--- config.mk ---
export PLATFORM = sky130hd
export DESIGN_NAME = sb_tx_arbiter_flat
export DESIGN_NICKNAME = d
export VERILOG_FILES = /design/src/rtl/sb_tx_arbiter_if.sv /design/src/rtl/sb_tx_arbiter.sv /design/src/flat_wrapper.sv
export SDC_FILE = /design/constraint.sdc
export NUM_CORES = 1
export LEC_CHECK = 0
export CAP_MARGIN = 20
export CORE_AREA = 2 2 130 132
export CTS_BUF_LIST = sky130_fd_sc_hd__clkbuf_8
export CTS_CLUSTER_DIAMETER = 150
export DETAILED_ROUTE_END_ITERATION = 10
export DIE_AREA = 0 0 132 134
export PLACE_DENSITY = 0.7
export SLEW_MARGIN = 20
export SYNTH_ARGS = -nofsm -noshare
export SYNTH_HDL_FRONTEND = slang
export SYNTH_SLANG_ARGS = --single-unit
--- constraint.sdc ---
create_clock -name clk_100MHz -period 1.8 [get_ports clk_100MHz]
set_clock_uncertainty 0.15 [all_clocks]
set_input_delay 0.18 -clock clk_100MHz [delete_from_list [all_inputs] [get_ports clk_100MHz]]
set_output_delay 0.18 -clock clk_100MHz [all_outputs]
set_load 0.02 [all_outputs]
--- src/rtl/sb_tx_arbiter_if.sv ---
// sb_tx_arbiter_if: message type and requester/transmitter bundle for the sideband TX arbiter
package sb_tx_arbiter_pkg;
    typedef logic [63:0] SB_msg_t;
endpackage

interface sb_tx_arbiter_if #(parameter int N_REQ = 4);
    import sb_tx_arbiter_pkg::*;
    localparam int IW = $clog2(N_REQ);
    SB_msg_t req_msg_i [N_REQ];
    logic [N_REQ-1:0] req_valid_i;
    logic [N_REQ-1:0] req_ack_o;
    SB_msg_t TX_msg_o;
    logic TX_msg_valid_o;
    logic TX_msg_valid_ack_i;
    logic [IW-1:0] grant_idx_o;
    logic busy_o;
    logic timeout_o;
    modport master (
        input req_msg_i, req_valid_i, TX_msg_valid_ack_i,
        output req_ack_o, TX_msg_o, TX_msg_valid_o, grant_idx_o, busy_o, timeout_o
    );
    modport slave (
        output req_msg_i, req_valid_i, TX_msg_valid_ack_i,
        input req_ack_o, TX_msg_o, TX_msg_valid_o, grant_idx_o, busy_o, timeout_o
    );
endinterface

--- src/rtl/sb_tx_arbiter.sv ---
// sb_tx_arbiter: round-robin share of the sideband TX channel; SB_TX_ARB_TIMEOUT_EN adds a stalled-grant abort
module sb_tx_arbiter
    import sb_tx_arbiter_pkg::*;
#(
    parameter int N_REQ = 4,
    parameter int TIMEOUT_CYCLES = 800000
) (
    input logic clk_100MHz,
    input logic reset,
    sb_tx_arbiter_if.master bus
);
    localparam int IW = $clog2(N_REQ);
    typedef enum logic [1:0] {IDLE, WAIT_ACK, DONE} state_t;
    state_t state, state_n;
    logic [IW-1:0] last_grant, winner, cand;
    logic found, grant, take_ack, abort;
    if (N_REQ < 2 || TIMEOUT_CYCLES < 2) begin : g_bad_cfg
        $error("sb_tx_arbiter: N_REQ and TIMEOUT_CYCLES must be at least 2");
    end
    // Scan from the farthest offset down so the nearest requester after last_grant wins.
    always_comb begin
        winner = last_grant;
        found = 1'b0;
        cand = '0;
        for (int k = N_REQ; k >= 1; k--) begin
            cand = IW'((int'(last_grant) + k) % N_REQ);
            if (bus.req_valid_i[cand]) begin
                winner = cand;
                found = 1'b1;
            end
        end
    end
`ifdef SB_TX_ARB_TIMEOUT_EN
    localparam int CW = $clog2(TIMEOUT_CYCLES + 1);
    logic [CW-1:0] cnt;
    assign abort = state == WAIT_ACK && !bus.TX_msg_valid_ack_i && cnt == CW'(TIMEOUT_CYCLES - 1);
    always_ff @(posedge clk_100MHz) begin
        cnt <= (reset || state != WAIT_ACK) ? '0 : cnt + CW'(1);
        bus.timeout_o <= reset ? 1'b0 : abort;
    end
`else
    assign abort = 1'b0;
    assign bus.timeout_o = 1'b0;
`endif
    always_comb begin
        grant = state == IDLE && found;
        take_ack = state == WAIT_ACK && bus.TX_msg_valid_ack_i;
        state_n = grant ? WAIT_ACK : take_ack ? DONE : (state == DONE || abort) ? IDLE : state;
    end
    always_ff @(posedge clk_100MHz) begin
        state <= reset ? IDLE : state_n;
    end
    always_ff @(posedge clk_100MHz) begin
        if (reset) begin
            last_grant <= IW'(N_REQ - 1);
            bus.TX_msg_o <= '0;
            bus.TX_msg_valid_o <= 1'b0;
            bus.grant_idx_o <= '0;
            bus.req_ack_o <= '0;
        end else begin
            if (grant) begin
                bus.TX_msg_o <= bus.req_msg_i[winner];
                bus.grant_idx_o <= winner;
            end
            bus.TX_msg_valid_o <= grant ? 1'b1 : (take_ack || abort) ? 1'b0 : bus.TX_msg_valid_o;
            if (take_ack || abort) last_grant <= bus.grant_idx_o;
            bus.req_ack_o <= take_ack ? (N_REQ'(1) << bus.grant_idx_o) : '0;
        end
    end
    assign bus.busy_o = state != IDLE;
endmodule

--- src/flat_wrapper.sv ---
// flat-port wrapper written by rule: the top's interface ports become plain ports
module sb_tx_arbiter_flat import sb_tx_arbiter_pkg::*;
#(
    parameter int N_REQ = 4,
    parameter int TIMEOUT_CYCLES = 800000
)
  (clk_100MHz, reset, bus_req_msg_i, bus_req_valid_i, bus_TX_msg_valid_ack_i, bus_req_ack_o, bus_TX_msg_o, bus_TX_msg_valid_o, bus_grant_idx_o, bus_busy_o, bus_timeout_o);
  sb_tx_arbiter_if #(.N_REQ(N_REQ)) bus_i ();
  input logic clk_100MHz;
  input logic reset;
  input wire logic [$bits(bus_i.req_msg_i)-1:0] bus_req_msg_i;
  input wire logic [$bits(bus_i.req_valid_i)-1:0] bus_req_valid_i;
  input wire logic [$bits(bus_i.TX_msg_valid_ack_i)-1:0] bus_TX_msg_valid_ack_i;
  output wire logic [$bits(bus_i.req_ack_o)-1:0] bus_req_ack_o;
  output wire logic [$bits(bus_i.TX_msg_o)-1:0] bus_TX_msg_o;
  output wire logic [$bits(bus_i.TX_msg_valid_o)-1:0] bus_TX_msg_valid_o;
  output wire logic [$bits(bus_i.grant_idx_o)-1:0] bus_grant_idx_o;
  output wire logic [$bits(bus_i.busy_o)-1:0] bus_busy_o;
  output wire logic [$bits(bus_i.timeout_o)-1:0] bus_timeout_o;
  assign bus_i.req_msg_i = {>>{bus_req_msg_i}};
  assign bus_i.req_valid_i = bus_req_valid_i;
  assign bus_i.TX_msg_valid_ack_i = bus_TX_msg_valid_ack_i;
  assign bus_req_ack_o = bus_i.req_ack_o;
  assign bus_TX_msg_o = bus_i.TX_msg_o;
  assign bus_TX_msg_valid_o = bus_i.TX_msg_valid_o;
  assign bus_grant_idx_o = bus_i.grant_idx_o;
  assign bus_busy_o = bus_i.busy_o;
  assign bus_timeout_o = bus_i.timeout_o;
  sb_tx_arbiter #(.N_REQ(N_REQ), .TIMEOUT_CYCLES(TIMEOUT_CYCLES)) u_core (.clk_100MHz(clk_100MHz), .reset(reset), .bus(bus_i));
endmodule
# Yosys cells after proc, flatten, opt, wreduce, memory -nomap -nowiden
# Cells that the tools add are included.
# word_totals
ff_bits	75
in_bits	263
wordCells	54
output_inout_bits	73
# op_classes
mux	24
n_lt_le_gt_ge	5
n_reduce_logical	9
n_eq_ne	2
shifts	1
bitwise_logic	2
addsub	4
# op_table
op	count
$bmux 64 s2	1
$mux 64	2
$lt 2x3->1 const B	4
$mux 2	6
$mux 1	11
$bmux 1 s2	4
$reduce_bool 2->1	3
$add 2x1->2 const B	2
$add 2x2->2 const B	2
$reduce_or 2->1	2
$shl 1x2->4 const A	1
$ge 3x3->1 const B	1
$not 2->3	1
$reduce_bool 3->1	1
$eq 2x1->1 const B	1
$eq 2x2->1 const B	1
$logic_and 1x1->1	2
$logic_not 2->1	1
$not 1->1	1

# Depth between registers and ports, before layout
# logic_depth
word_depth	11
depth_mapped	8
depth_no_buf	5

# Worst setup path before layout
# No wires, ideal clock.
# synth_path
path_type	reg-to-reg
from	register u_core.state[0]
to	register u_core.bus.TX_msg_o[2]
setup_time_ps	125
path_slack_ps	-30
required_time_ps	1525
t_arrival_ps	1555
stages_incl_launch_ff	8
synth_period_minus_slack_ps	1830
path_buffers	3
path_cell_list	dfxtp_1 -> or2_4 -> or2_1 -> buf_2 -> nor3_4 -> buf_6 -> buf_2 -> a211oi_1
# synth_via
elab_chain_len	2
# synth_lines
item	line_no	rtl
start, declared	sb_tx_arbiter.sv:14	state_t state, state_n;
start signal, assigned	sb_tx_arbiter.sv:51	state <= reset ? IDLE : state_n;
$logic_not 2->1	sb_tx_arbiter.sv:46	grant = state == IDLE && found;
$logic_and 1x1->1	sb_tx_arbiter.sv:46	
end signal, assigned	sb_tx_arbiter.sv:62	bus.TX_msg_o <= bus.req_msg_i[winner];
end, declared	sb_tx_arbiter_if.sv:20	output req_ack_o, TX_msg_o, TX_msg_valid_o, grant_idx_o, busy_o, timeout_o
# Every way passes these cells.
# A chain may end at the register's enable or synchronous reset.

# Final worst setup path
# layout_path
from	register u_core.last_grant[0]
to	register u_core.bus.TX_msg_o[47]
# layout_via
elab_chain_len	11
elab_cells_between_ends	25
cone_classes	4 x add/sub; 19 x mux; 1 x bitwise; 1 x reduce/logical
# layout_lines
item	line_no	rtl
start, declared	sb_tx_arbiter.sv:15	logic [IW-1:0] last_grant, winner, cand;
start signal, assigned	sb_tx_arbiter.sv:55	last_grant <= IW'(N_REQ - 1);
start signal, assigned	sb_tx_arbiter.sv:66	if (take_ack || abort) last_grant <= bus.grant_idx_o;
$add 2x1->2	sb_tx_arbiter.sv:26	cand = IW'((int'(last_grant) + k) % N_REQ);
$bmux 1 s2	sb_tx_arbiter.sv:27	if (bus.req_valid_i[cand]) begin
$mux 1 (implied by the code)	sb_tx_arbiter.sv:27	
$mux 2 (4 in a row)	sb_tx_arbiter.sv:27	
$not 2->3 (implied by the code)	sb_tx_arbiter.sv:62	
$bmux 64 s2	sb_tx_arbiter.sv:62	
$mux 64 (implied by the code) (2 in a row)	sb_tx_arbiter.sv:62	
# Parallel ways exist; a longest one is shown, timed or not. The select of a mux whose other input is x is not followed.

==> run metrics <==
drt first-iter violations=~260; CTS tree=built; unrepaired setup endpoints after global routing=true; Required @ worst endpoint=roughly 1.9 ns; HPWL Detailed=14.6 mm; worst-path fanout max=10; CP Data Arrival Time=1.95 ns; status=finished, violations left; Mapped Cells=504; # rows=47; WL final=22.9 mm; worst r2r src=u_core.last_grant[0]; Power Density=between 700 and 800 mW/mm^2; Hold Path Cell Cnt=3; total power=6.88 mW; max-slew violation count=0; hold_sp=bus_req_msg_i[34]; Final setup viols=43; CTS Buf Count=9; FF-to-FF End=u_core.bus.TX_msg_o[47]; CTS Hold Bufs=0; 1st-pass router iterations=4; Period minus WS final=1.87 ns; GRT met2 Usage=0.383; VDD IR max=0.430 mV; I/O pins=around 340; pin count of the biggest net entering global routing=51; flops & latches, synth=75; clk sinks=75; first-pass GRT wire length=30.6 mm; worst hold slack=about 0.3 ns; max_cap viols=0; Post-Place Setup Slack=-0.500 ns; DIE AREA=0.0177 mm^2; wire length per cell=21.3 um; IO Port Bufs=roughly 330; commonest cells after routing, fill and taps aside=clkdlybuf4s50_1 (328), mux2i_1 (86), dfxtp_1 (72), nand3_1 (37), a211oi_2 (36); vias=5612; chip width=132 um; Netlist cell types=36; CTS root buf=clkbuf_8; largest family of logic cells by synthesized area=compound AO/OA/AOI/OAI gates; standby leakage power=3.75 nW; grt ovf=0; syn_nets=767; Initial Util=0.277; Core ar.=0.0163 mm^2; Avg Cell Area, Syn=~9 um^2; Final Hold Fails=0; post-layout instance area=0.00939 mm^2; H-tree lvl count=3; share of layout cells above drive strength 1=0.177; clock insertion delay at the later pin of the skew report=between 0.3 and 0.4 ns; vias per inst=between 5 and 6; # nets final=1115; Hold Path Class=input pin to register; antenna-violating nets left=0; worst r2r path cells=7; xor/xnor share of the synthesized area=0; Final WS setup=-0.0661 ns; Fill cells=1467; synth warn=0; Worst-path clk slew=0.09 ns; vias in the first global route=roughly 5.4k; Util after Layout=0.577; Fmax=536 MHz; GRT met3 Usage=0.0642; initial antenna violation count=2; Setup CP Type=register to register; total global-route track usage=0.222; dpl cells=1034; failing checks=negative setup slack; worst reg2reg setup slack=-0.07 ns; met1 usage=0.267; gpl congestion=0.843; post-synthesis mux area share=0.215; Final TNS setup=-0.961 ns; Netlist Area Pre-Place=0.00452 mm^2; Placed Area=0.00819 mm^2; # DRC=0; Critical Path End Type=register; commonest non-fill, non-tap cell in the layout=clkdlybuf4s50_1; Synth Area in Adders=0; Longest Clk Path Bufs=2; Simple-Gate Fraction of Synth Area=0.0914; Worst Hold End=u_core.bus.TX_msg_o[34]; busiest grt layer=met2; Final period util=1.04; final cell count without fillers=1079; Die H=134 um; sequential fraction of the synthesis area=0.332; Setup crit start kind=register; Synth-to-Final Area Change=108%; Synth Area in Compound Gates=0.266
## repair_timing
action | 4_1_cts | 5_1_grt
resized for setup | 19 | 95
setup buffers | 2 | 7
gates cloned | 3 | 16
setup endpoints to repair | 56 | 65
pin swaps | 1 | 37
## registers in the layout (all words and copies together), names as in the netlist
register                   flops
u_core.state                   2
u_core.bus.TX_msg_o           64
u_core.bus.grant_idx_o         2
u_core.bus.req_ack_o           4
u_core.bus.TX_msg_valid_o      1
u_core.last_grant              2
## layout make-up
class                   count  area, um^2  share of cell area
diodes                      2        5.00            0.000533
clock buffers              11         151              0.0161
clock inverters             5        52.6             0.00559
inverters                  34         128              0.0136
multi-input cells         342        3020               0.322
flip-flops and latches     75        1510               0.160
well taps                 220         275              0.0293
repair buffers            390        4250               0.453
## cell families after synthesis
| logic type | Yosys count |
|---|---|
| other | 1 |
| DFF | 75 |
| muxes | 97 |
| buffers and inverters | 88 |
| and+or+nand+nor | 73 |
| AOI/OAI and AO/OA | 170 |
## cell usage after synthesis
cell,number,area [um^2]
buf_6,5,56.3
dfxtp_1,75,1500
buf_4,12,90.1
o21ai_2,1,8.76
o21ai_0,32,160
o21ba_2,1,10.0
o221ai_1,37,324
nand3b_1,1,7.51
nand3_1,37,185
nor2_2,1,6.26
nand2b_1,3,18.8
nor4_1,4,25.0
nand2_1,7,26.3
o21a_1,1,7.51
nand2_4,1,11.3
nor2_1,7,26.3
a21oi_1,3,15.0
mux2i_1,96,961
a211oi_1,55,413
buf_2,8,40.0
or2_1,1,6.26
nor2b_1,2,12.5
or2_4,1,8.76
o211ai_1,4,30.0
and3_1,1,6.26
o211a_2,1,10.0
nor4_2,1,12.5
clkbuf_1,29,109
mux2_1,1,11.3
and4_1,5,43.8
o21bai_1,2,15.0
a31oi_1,32,200
inv_1,34,128
conb_1,1,3.75
nor3_4,1,16.3
a21bo_1,1,10.0
## worst max path at each step
stage                         start                       to  slack [ns]  cells past startpoint
2_1_floorplan       u_core.state[0]   u_core.bus.TX_msg_o[0]      0.0004                      7
3_3_place_gp     bus_req_valid_i[1]  u_core.bus.TX_msg_o[23]       -0.49                      7
3_5_place_dp     bus_req_valid_i[1]  u_core.bus.TX_msg_o[23]       -0.50                      7
4_1_cts        u_core.last_grant[0]  u_core.bus.TX_msg_o[33]       -0.04                      6
5_1_grt        u_core.last_grant[0]  u_core.bus.TX_msg_o[57]       -0.12                      7
6_report       u_core.last_grant[0]  u_core.bus.TX_msg_o[47]       -0.07                      7
## per-layer routing
| metal | vias up | share of wire | wire length, um |
|---|---|---|---|
| met5 | - | 0 | 0 |
| met4 | 0 | 0.025 | 575 |
| met3 | 39 | 0.077 | 1770 |
| met2 | 312 | 0.50 | 11500 |
| met1 | 2630 | 0.39 | 9050 |
| li1 | 2631 | - | - |
## power breakdown
| part | internal, mW | switching (mW) |
|---|---|---|
| logic | 1.87 | 1.56 |
| registers | 1.91 | 0.129 |
| clock network | 0.711 | 0.707 |
| total | 4.48 | 2.39 |
## critical path, cell delays in order (launching register included)
cell	delay, ns
dfxtp_2	0.36
nand2b_4	0.13
a21bo_4	0.15
and3_4	0.29
buf_12	0.15
buf_16	0.14
mux2i_1	0.21
o221ai_1	0.14
Note: power is estimated with default switching activity, not from simulation.
